$ cat config.mk
export PLATFORM = sky130hd
export DESIGN_NAME = ps2_rx_decoder
export DESIGN_NICKNAME = d
export VERILOG_FILES = /design/src/rtl/ps2_rx_decoder_pkg.sv /design/src/rtl/ps2_clk_filter.sv /design/src/rtl/ps2_rx_decoder.sv
export SDC_FILE = /design/constraint.sdc
export NUM_CORES = 1
export LEC_CHECK = 0
export CAP_MARGIN = 20
export CORE_MARGIN = 2
export CORE_UTILIZATION = 30
export CTS_BUF_LIST = sky130_fd_sc_hd__clkbuf_8
export DETAILED_ROUTE_END_ITERATION = 8
export SYNTH_ARGS = -nofsm -noshare
export SYNTH_HDL_FRONTEND = slang
export SYNTH_SLANG_ARGS = --single-unit
$ cat constraint.sdc
create_clock -name clk -period 2.94 [get_ports clk]
set_input_delay 0.735 -clock clk [delete_from_list [all_inputs] [get_ports clk]]
set_output_delay 0.735 -clock clk [all_outputs]
set_load 0.01 [all_outputs]
$ cat src/rtl/ps2_rx_decoder_pkg.sv
// Shared keyboard-path definitions: receive FSM encoding, prefix scan codes,
// frame geometry and the odd-parity helper.
package ps2_rx_decoder_pkg;

  typedef enum logic [1:0] {
    IDLE = 2'd0,
    RX   = 2'd1,
    LOAD = 2'd2
  } rx_state_t;

  localparam logic [7:0] SC_BREAK   = 8'hF0;
  localparam logic [7:0] SC_EXT     = 8'hE0;
  localparam int         FRAME_BITS = 11;

  // Odd parity: data bits plus parity bit must hold an odd number of ones.
  function automatic logic odd_parity_ok(input logic [8:0] data_par);
    return ^data_par;
  endfunction

endpackage

$ cat src/rtl/ps2_clk_filter.sv
// PS/2 line conditioning: 2-FF synchronisers on clock and data, a FILTER_LEN
// sample glitch filter on the clock, and a one-cycle falling-edge pulse.
module ps2_clk_filter #(
  parameter int FILTER_LEN = 8
) (
  input  logic clk,
  input  logic reset,
  input  logic ps2c,
  input  logic ps2d,
  output logic ps2c_filt,
  output logic fall_edge,
  output logic ps2d_sync
);

  localparam int CW = $clog2(FILTER_LEN + 1);

  logic [1:0]    c_sync;
  logic [1:0]    d_sync;
  logic [CW-1:0] cnt;

  // Lines idle high, so synchronisers and filter come out of reset high.
  always_ff @(posedge clk or posedge reset) begin
    if (reset) begin
      c_sync    <= 2'b11;
      d_sync    <= 2'b11;
      cnt       <= '0;
      ps2c_filt <= 1'b1;
      fall_edge <= 1'b0;
    end else begin
      c_sync    <= {c_sync[0], ps2c};
      d_sync    <= {d_sync[0], ps2d};
      fall_edge <= 1'b0;
      if (c_sync[1] == ps2c_filt) begin
        cnt <= '0;
      end else if (cnt == CW'(FILTER_LEN - 1)) begin
        ps2c_filt <= c_sync[1];
        cnt       <= '0;
        fall_edge <= ~c_sync[1];
      end else begin
        cnt <= cnt + 1'b1;
      end
    end
  end

  assign ps2d_sync = d_sync[1];

endmodule

$ cat src/rtl/ps2_rx_decoder.sv
// PS/2 receive deframer: 11-bit frames to scan-code bytes with break/extended
// prefix flags. Build with PS2_PARITY_CHECK_EN to reject bytes on bad parity.
module ps2_rx_decoder
  import ps2_rx_decoder_pkg::*;
#(
  parameter int FILTER_LEN  = 8,
  parameter int TIMEOUT_CYC = 50000
) (
  input  logic       clk,
  input  logic       reset,
  input  logic       ps2c,
  input  logic       ps2d,
  input  logic       rx_en,
  output logic [7:0] scan_code,
  output logic       ready,
  output logic       brk_code,
  output logic       ext_code,
  output logic       frame_err,
  output rx_state_t  fsm_state
);

  localparam int TW = $clog2(TIMEOUT_CYC + 1);

  logic          ps2c_filt;
  logic          fall_edge;
  logic          ps2d_sync;
  rx_state_t     state;
  logic [3:0]    bit_cnt;
  logic [9:0]    shift;
  logic [TW-1:0] tmo_cnt;
  logic          clr_pend;
  logic          byte_ok;

  ps2_clk_filter #(.FILTER_LEN(FILTER_LEN)) u_filt (
    .clk       (clk),
    .reset     (reset),
    .ps2c      (ps2c),
    .ps2d      (ps2d),
    .ps2c_filt (ps2c_filt),
    .fall_edge (fall_edge),
    .ps2d_sync (ps2d_sync)
  );

  // shift[7:0] = data, shift[8] = parity, shift[9] = stop once the frame is in.
`ifdef PS2_PARITY_CHECK_EN
  assign byte_ok = shift[9] && odd_parity_ok(shift[8:0]);
`else
  assign byte_ok = shift[9];
`endif

  assign fsm_state = state;

  always_ff @(posedge clk or posedge reset) begin
    if (reset) begin
      state     <= IDLE;
      bit_cnt   <= '0;
      shift     <= '0;
      tmo_cnt   <= '0;
      scan_code <= 8'h00;
      ready     <= 1'b0;
      brk_code  <= 1'b0;
      ext_code  <= 1'b0;
      frame_err <= 1'b0;
      clr_pend  <= 1'b0;
    end else begin
      ready     <= 1'b0;
      frame_err <= 1'b0;
      clr_pend  <= 1'b0;
      // Flags survive through the ready cycle of the first non-prefix byte.
      if (clr_pend) begin
        brk_code <= 1'b0;
        ext_code <= 1'b0;
      end
      case (state)
        IDLE: begin
          if (fall_edge && rx_en && !ps2d_sync) begin
            state   <= RX;
            bit_cnt <= 4'd9;
            tmo_cnt <= '0;
          end
        end
        RX: begin
          if (fall_edge) begin
            shift   <= {ps2d_sync, shift[9:1]};
            bit_cnt <= bit_cnt - 1'b1;
            tmo_cnt <= '0;
            if (bit_cnt == 4'd0) state <= LOAD;
          end else if (tmo_cnt == TW'(TIMEOUT_CYC - 1)) begin
            state     <= IDLE;
            frame_err <= 1'b1;
            tmo_cnt   <= '0;
          end else begin
            tmo_cnt <= tmo_cnt + 1'b1;
          end
        end
        LOAD: begin
          state <= IDLE;
          if (byte_ok) begin
            scan_code <= shift[7:0];
            ready     <= 1'b1;
            if (shift[7:0] == SC_BREAK)    brk_code <= 1'b1;
            else if (shift[7:0] == SC_EXT) ext_code <= 1'b1;
            else                           clr_pend <= 1'b1;
          end else begin
            frame_err <= 1'b1;
          end
        end
        default: state <= IDLE;
      endcase
    end
  end

endmodule

---- After elaboration in Yosys (flattened, before gate mapping) ----
Cells that the tools add are included.
word-level totals
  bits in registers ....................... 55
  latch bits .............................. 0
  bits in writable memories ............... 0
  ROM bits ................................ 0
  input port bits ......................... 5
  output and inout bits ................... 14
  logic and storage cells ................. 78
  memories ................................ 0
operators by class
  $add $sub $neg .......................... 3
  multiply operators ...................... 0
  divide/modulo/power cells ............... 0
  $lt $le $gt $ge ......................... 0
  equal/unequal tests ..................... 11
  shifts and indexed selects .............. 0
  mux-type cells .......................... 35
  bitwise logic cells ..................... 2
  reduce and logical (&&, ||, !) cells .... 12
operators by type and width
  cell                                                    number
  two-way mux 16 bit                                      3
  case mux 16 bit (2 select lines)                        1
  two-way mux 1 bit                                       20
  adder 16 x 1 -> 16 bit (second input constant)          1
  == test 16 bit (second input constant)                  1
  == test 8 bit (second input constant)                   2
  two-way mux 4 bit                                       4
  two-way mux 2 bit                                       4
  case mux 4 bit (2 select lines)                         1
  AND reduction 2 bit                                     4
  AND reduction 3 bit                                     2
  adder 4 x 1 -> 4 bit (second input constant)            1
  == test 4 x 3 -> 1 bit (second input constant)          1
  logical NOT 4 bit                                       1
  case mux 2 bit (2 select lines)                         1
  subtractor 4 x 1 -> 4 bit (second input constant)       1
  inequality test 3 x 2 -> 1 bit (second input constant)  1
  inequality test 3 bit (second input constant)           1
  == test 2 x 1 -> 1 bit (second input constant)          1
  == test 2 bit (second input constant)                   1
  logical AND 1 bit                                       2
  logical NOT 2 bit                                       1
  inequality test 2 x 1 -> 1 bit (second input constant)  1
  inequality test 2 bit (second input constant)           1
  5 further kinds                                         6

---- Logic depth before layout (Yosys ltp) ----
Gate-level depths: netlist of the first run.
  depth in word-level cells ............... 5
  depth in mapped cells ................... 8
  gate-level depth less buffers ........... 6

---- Cells and area by module ----
Synthesis of the first run repeated with hierarchy kept, for this count alone.
unflattened totals
  cells, all modules ...................... 227
  area, all modules ....................... 2557.5 um^2
by module, submodules not included
  module          times used  cells each  area each (um^2)  seq. area each (um^2)
  ps2_rx_decoder  1           203         2189.6            1126.1
  ps2_clk_filter  1           24          367.9             256.5

---- Worst setup path before layout of the first run ----
No wires, ideal clock.
  path type ............................... register to register
  start point ............................. reg state[0], in the netlist fsm_state[0]
  end point ............................... reg tmo_cnt[13]
  setup time .............................. 0.078 ns
  arrival time ............................ 2.007 ns
  data required time ...................... 2.862 ns
  setup slack ............................. 0.855 ns
  stages on the path, launching flop included .. 8
  buffers on the path ..................... 1
  period minus slack after synthesis ...... 2.085 ns
  path through ............................ dfrtp_1 -> inv_1 -> ha_1 -> and4b_1 -> clkbuf_1 -> o21ai_1 -> or4_1 -> a21oi_1
between the ends
  cells in the longest elaborated chain, start to end .. 3
  elaborated cells between the ends (all ways) .. 6
  classes of those cells .................. eq/ne (2); mux (1); reduce/logical (3)
RTL lines
  item                                                                          RTL line              text
  start: declaration                                                            ps2_rx_decoder.sv:27  rx_state_t state;
  start signal: assignment                                                      ps2_rx_decoder.sv:55  state <= IDLE;
  start signal: assignment                                                      ps2_rx_decoder.sv:77  state <= RX;
  start signal: assignment                                                      ps2_rx_decoder.sv:87  if (bit_cnt == 4'd0) state <= LOAD;
  == test 2 x 1 -> 1 bit / logical NOT 2 bit (equally long branches)            ps2_rx_decoder.sv:74  case (state)
  nonzero test 2 bit (no line) / inequality test 2 bit (equally long branches)  --
  AND reduction 2 bit (no line)                                                 --
  end signal: assignment                                                        ps2_rx_decoder.sv:93  tmo_cnt <= tmo_cnt + 1'b1;
  end: declaration                                                              ps2_rx_decoder.sv:30  logic [TW-1:0] tmo_cnt;
Several ways; a longest one is shown, not always the timed one.
A chain may end at the register's enable or synchronous reset.

---- Worst setup path after layout of the first run ----
  start point ............................. reg state[1], in the netlist fsm_state[1]
  end point ............................... reg tmo_cnt[13]
The elaborated chain is that of the path after synthesis.

==> results of run 1 <==
kinds of logic (layout without fill, tap and decap cells):
kind of cell	Yosys count	after routing
adder cells (fa/ha/maj)	7	7
multiplexers	20	20
buffers and inverters	22	41
flip-flops	55	55
AO/OA/AOI/OAI	47	47
AND/OR/NAND/NOR	73	73
XOR/XNOR	7	7
power groups by stage:
stage / Sequential, mW / Clock (mW) / Combinational, mW
finish: 0.806 / 0.465 / 0.0714
global route: 0.811 / 0.518 / 0.0850
CTS: 0.806 / 0.487 / 0.0740
detailed placement: 0.820 / 0 / 0.0732
global placement: 0.820 / 0 / 0.0726
floorplan: 0.816 / 0 / 0.0547
cell usage after synthesis (3+ instances only):
| cell | instances |
|---|---|
| nor2_2 | 5 |
| o22ai_1 | 3 |
| a21oi_2 | 5 |
| clkbuf_1 | 6 |
| dfstp_2 | 5 |
| dfrtp_1 | 50 |
| inv_1 | 14 |
| o31ai_1 | 3 |
| and2_1 | 3 |
| a21oi_1 | 10 |
| or3_1 | 5 |
| xor2_1 | 5 |
| mux2_2 | 18 |
| nand3_1 | 6 |
| ha_1 | 7 |
| or4_1 | 4 |
| o21ai_0 | 10 |
| o211ai_1 | 4 |
| nand2_1 | 19 |
| and3_1 | 3 |
| nor2_1 | 8 |
layout make-up:
type | instances | area [µm²] | area share
sequential | 55 | 1380 | 0.467
multi-input combinational | 154 | 1100 | 0.373
timing repair buffer | 19 | 188 | 0.0634
tap | 105 | 131 | 0.0444
clock buffer | 6 | 82.6 | 0.0279
inverter | 14 | 52.6 | 0.0178
clock inverter | 2 | 20.0 | 0.00677
per-stage QoR:
stage	cells	hold slack (ps)	worst slack (ps)	instance area [µm²]
floorplan	231	345	855	2590
global placement	347	346	322	2860
detailed placement	347	348	276	2860
CTS	355	365	540	2960
global route	355	372	397	2960
finish	355	362	548	2960
cell usage in the layout (no fill, tap or decap), types with 2 or more instances in the layout:
master           instances
nor2b_1                  2
mux2i_1                  2
o31ai_1                  3
ha_1                     7
clkbuf_8                 6
or4_1                    4
nor3_1                   2
o32ai_1                  2
nand2_1                 19
nand3_1                  6
dfstp_2                  5
o21ai_0                 10
mux2_2                  18
and3_1                   3
a31oi_1                  2
o211ai_1                 4
clkdlybuf4s50_1         18
o22ai_1                  3
o21ai_1                  2
and2_1                   3
nand4_1                  2
a21oi_1                 10
or3_1                    5
nor2_2                   5
a21oi_2                  5
dfrtp_1                 50
nor2_1                   8
xor2_1                   5
xnor2_1                  2
inv_1                   13
nand3b_1                 2
nor3b_1                  2
sequential cells by signal, summed over array words and instances, names as in the netlist, 2 cells and up:
name / cells
fsm_state: 2
u_filt.c_sync: 2
bit_cnt: 4
scan_code: 8
u_filt.d_sync: 2
u_filt.cnt: 4
shift: 10
tmo_cnt: 16
worst max-delay path, cell delays in order (launching register included):
cell and delay, ps:
dfrtp_1 430, inv_1 100, ha_1 280, nor2b_1 500, o21ai_1 300, or4_1 560
a21oi_1 150
how the worst min path moves through the flow:
stage,startpoint,depth (start not counted),slack (ps),endpoint
2_1_floorplan,u_filt.c_sync[0]$_DFF_PP1_,0,350,u_filt.c_sync[1]$_DFF_PP1_
3_3_place_gp,u_filt.d_sync[0]$_DFF_PP1_,0,350,u_filt.d_sync[1]$_DFF_PP1_
3_5_place_dp,u_filt.c_sync[0]$_DFF_PP1_,0,350,u_filt.c_sync[1]$_DFF_PP1_
4_1_cts,u_filt.d_sync[0]$_DFF_PP1_,0,370,u_filt.d_sync[1]$_DFF_PP1_
5_1_grt,u_filt.d_sync[0]$_DFF_PP1_,0,370,u_filt.d_sync[1]$_DFF_PP1_
6_report,u_filt.d_sync[0]$_DFF_PP1_,0,360,u_filt.d_sync[1]$_DFF_PP1_
per-layer routing:
metal	vias up	routed length [µm]
met5	-	0
met2	20	2280
met1	839	2290
li1	858	-
met3	7	131
met4	0	68
==> flow_summary.ini, run 1 <==
[synthesis]
synth-xor-area-share = 0.0237
yosys_warnings = 0
yosys.area.top_type = dfrtp_1
yosysTopAreaCellShare = 0.484
ys_ff_latch = 55
synth_edf_count = 0
ys_seq_area_frac = 0.535
synth-adder-area-share = 0.0339
synthTopCellsByArea = dfrtp_1 (48%), mux2_2 (7.8%), dfstp_2 (5.1%)
synth_compound_area_frac = 0.122
avgSynthCellArea_um2 = 11.2
synthMuxAreaShare = 0.0861
synth_area_um2 = 2590
synthArstFlopShare = 1.00
synth_fp_nets = 243
synth-simple-area-share = 0.160
synth_top_family_by_area = simple AND/OR/NAND/NOR gates
syn_inst = 231
synth_flop_cell = dfrtp_1
synthDistinctLibCells = 49

[power_and_ir_drop]
finalPower_mw = 1.34
p_clk_frac = 0.347
peakVddDrop_v = 0.000227
seqPwrFrac = 0.600
p_comb_frac = 0.053
p_sw_mw = 0.322
netSwitchingFraction = 0.240
powerDensity_nw_per_um2 = 454
p_int_mw = 1.02
p_leak_nw = 1.28

[clocking]
clock-sinks = 55
clk_latency_ps = 320
h-tree-depth = 2
cts_buffer_depth = 2
ctsHoldBuffers = 0
clkTransAtPathRegs_ps = 100
cts_resized = 0
tritoncts = yes
root_buffer = clkbuf_8
numCtsBuffers = 5
postCtsSetupRepairBufs = 0

[routing]
vias = 1724
wire_per_inst_um = 13.4
drc = 0
routed_wl_mm = 4.76
viasPerCell = 4.86
first_pass_iters = 4
dr.first_iter.drc_count = 90
ant_nets = 0

[sta]
period_share = 0.814
max_freq_mhz = 418
setup_tns_ps = 0
skew_ps = 6.96
rsz0062_at_grt = false
hold_viol = 0
max-slew-margin-rel = 0.539
period_minus_slack_ps = 2390
final_max_slew_viol_count = 0
finalSetupViolations = 0
worst_pin_slew_ps = 692

[floorplan]
design.die.area_um2 = 9380
ios = 19
rows = 33
die_w_um = 96.9
fp.dieH_um = 96.9
core-area_um2 = 8300
start_util = 0.312

[global_routing]
grt_max_degree = 56
grt_overflow = 0
grt_first_pass_wirelength_mm = 8.43
busiest_layer = met2
grt_pass1_vias = 1842
antenna_found_initial = 0
grtUsageMet3 = 0.0188
track_usage = 0.107
use_met2 = 0.183
met1_usage = 0.134

[critical_path]
endpoint_kind = flip-flop
timing.rr.end = tmo_cnt[13]$_DFFE_PP0P_
rrSetupSlack_ps = 550
worstPathMaxFanout = 9
r2r_start = fsm_state[1]$_DFFE_PP0P_
worstSetupPathType = flip-flop to flip-flop
worstRegToRegCells = 6
worstPathArrival_ps = 2630
startpoint = fsm_state[1]$_DFFE_PP0P_
start_kind = flip-flop
crit_end = tmo_cnt[13]$_DFFE_PP0P_
cp_data_required_time_ps = 3180

[layout]
antenna_cells = 0
drive_gt1_frac = 0.196
final_util = 0.357
syn_to_final_growth_pct = 14.4
final_nets = 261
fillers = 799

[placement]
gp_congestion = 0.761
portBuffers = 18
place_hpwl_mm = 3.30

[status]
status = finished clean

[job]
cap_violations = 0

[worst_hold_path]
hold_path.class = flip-flop to flip-flop
Power figures use the tool's default switching activity.
==> run 2: changes to the inputs <==
==> constraint.sdc (replaced) <==
create_clock -name clk -period 2.5 [get_ports clk]
set_input_delay 0.625 -clock clk [delete_from_list [all_inputs] [get_ports clk]]
set_output_delay 0.625 -clock clk [all_outputs]
set_load 0.01 [all_outputs]
==> run 2 against run 1 <==
Against the previous run:
- clock power increased by 34%
- sequential share of layout area decreased by 1.5 points
- critical path depth decreased by 1
- via count increased by 3.1%
- critical endpoint is now tmo_cnt[4]$_DFFE_PP0P_
- largest power group unchanged
==> flow_summary.ini, run 2 (synthesis gave the netlist of run 1 again) <==
[status]
status = finished clean

[global_routing]
antenna_found_initial = 0
track_usage = 0.106
grt_max_degree = 38
grt_overflow = 0
grt_pass1_vias = 1739
grt_first_pass_wirelength_mm = 8.25

[sta]
period_share = 0.834
max_freq_mhz = 480
period_minus_slack_ps = 2080
rsz0062_at_grt = false
final_max_slew_viol_count = 0
worst_pin_slew_ps = 503
fin_ws_ps = 416
hold_viol = 0
setup_tns_ps = 0
max-slew-margin-rel = 0.664
whs_ps = 365
skew_ps = 17.8
finalSetupViolations = 0

[critical_path]
endpoint_kind = flip-flop
rrSetupSlack_ps = 420
worstSetupPathType = flip-flop to flip-flop
startpoint = tmo_cnt[4]$_DFFE_PP0P_
timing.rr.end = tmo_cnt[4]$_DFFE_PP0P_
worstRegToRegCells = 5
start_kind = flip-flop
r2r_start = tmo_cnt[4]$_DFFE_PP0P_
cp_data_required_time_ps = 2700
crit_end = tmo_cnt[4]$_DFFE_PP0P_
worstPathArrival_ps = 2280
worstPathMaxFanout = 13

[clocking]
numCtsBuffers = 5
h-tree-depth = 2
tritoncts = yes
cts_buffer_depth = 2
cts_resized = 0
clk_latency_ps = 320
ctsHoldBuffers = 0
root_buffer = clkbuf_8
clkTransAtPathRegs_ps = 100
clock-sinks = 55
postCtsSetupRepairBufs = 0

[layout]
stdcell_count = 363
largest_register_ffs = 16
reg.largest.list = tmo_cnt x16, shift x10, scan_code x8
mostFrequentLayoutCells = dfrtp_1 (50), nand2_1 (19), mux2_2 (18), clkdlybuf4s50_1 (18), inv_1 (13)
fillers = 803
syn_to_final_growth_pct = 18.3
final_util = 0.369
final_common_cell = dfrtp_1
final_nets = 269
top_register = tmo_cnt
antenna_cells = 0
drive_gt1_frac = 0.221
final_area_um2 = 3060

[placement]
portBuffers = 18
gp_congestion = 0.804
place_hpwl_mm = 3.50
dp_slack_ps = 188
placed_cell_area_um2 = 2940
dp.cells = 355

[power_and_ir_drop]
finalPower_mw = 1.66
peakVddDrop_v = 0.000282
p_leak_nw = 1.33
powerDensity_nw_per_um2 = 542

[floorplan]
rows = 33
fp.dieH_um = 96.9
core-area_um2 = 8300
start_util = 0.312
ios = 19
design.die.area_um2 = 9380
die_w_um = 96.9

[worst_hold_path]
hold_path.class = flip-flop to flip-flop

[routing]
dr.first_iter.drc_count = 55
vias = 1777
routed_wl_mm = 4.74
wire_per_inst_um = 13.1
ant_nets = 0
first_pass_iters = 4
viasPerCell = 4.90
drc = 0

[job]
cap_violations = 0
## run 2: cell types whose count changed in the layout (fill, tap and decap cells not counted)
| cell | previous run | this run |
|---|---|---|
| buf_12 | 0 | 2 |
| clkinv_4 | 1 | 0 |
| buf_4 | 1 | 7 |
| bufinv_16 | 0 | 1 |
| inv_6 | 0 | 1 |
| clkbuf_8 | 6 | 5 |
## run 2: worst min path at each step
stage / slack (ps) / startpoint / end / cells past startpoint
2_1_floorplan: 350 / u_filt.c_sync[0]$_DFF_PP1_ / u_filt.c_sync[1]$_DFF_PP1_ / 0
3_3_place_gp: 350 / u_filt.d_sync[0]$_DFF_PP1_ / u_filt.d_sync[1]$_DFF_PP1_ / 0
3_5_place_dp: 350 / u_filt.d_sync[0]$_DFF_PP1_ / u_filt.d_sync[1]$_DFF_PP1_ / 0
4_1_cts: 370 / u_filt.c_sync[0]$_DFF_PP1_ / u_filt.c_sync[1]$_DFF_PP1_ / 0
5_1_grt: 370 / u_filt.d_sync[0]$_DFF_PP1_ / u_filt.d_sync[1]$_DFF_PP1_ / 0
6_report: 370 / u_filt.c_sync[0]$_DFF_PP1_ / u_filt.c_sync[1]$_DFF_PP1_ / 0
## run 2: final cells by class
class	instances	area (µm²)	share of cell area
Clock buffer	5	68.8	0.0225
Multi-Input combinational cell	154	1100	0.360
Clock inverter	3	50.0	0.0164
Tap cell	105	131	0.0429
Sequential cell	55	1380	0.452
Inverter	14	52.6	0.0172
Timing Repair Buffer	27	273	0.0891
## run 2: layer usage
layer	GRT usage	vias up	share of wire
met5	0	-	0
met4	0.0260	0	0.011
met3	0.0238	6	0.026
met2	0.169	25	0.46
met1	0.145	876	0.50
li1	-	870	-
## run 2: worst max-delay path, stage by stage (launching register included)
cell and delay, ps:
dfrtp_1 440, or4_1 540, or4_4 600, a21oi_4 200
buf_12 160, nor2_2 50
## run 2: power by group
group          total [mW]  switching, mW  leakage [nW]  internal (mW)
combinational      0.0879         0.0450         0.541         0.0429
clock               0.622          0.313        0.0607          0.309
sequential          0.949         0.0226         0.728          0.926
total                1.66          0.380          1.33           1.28
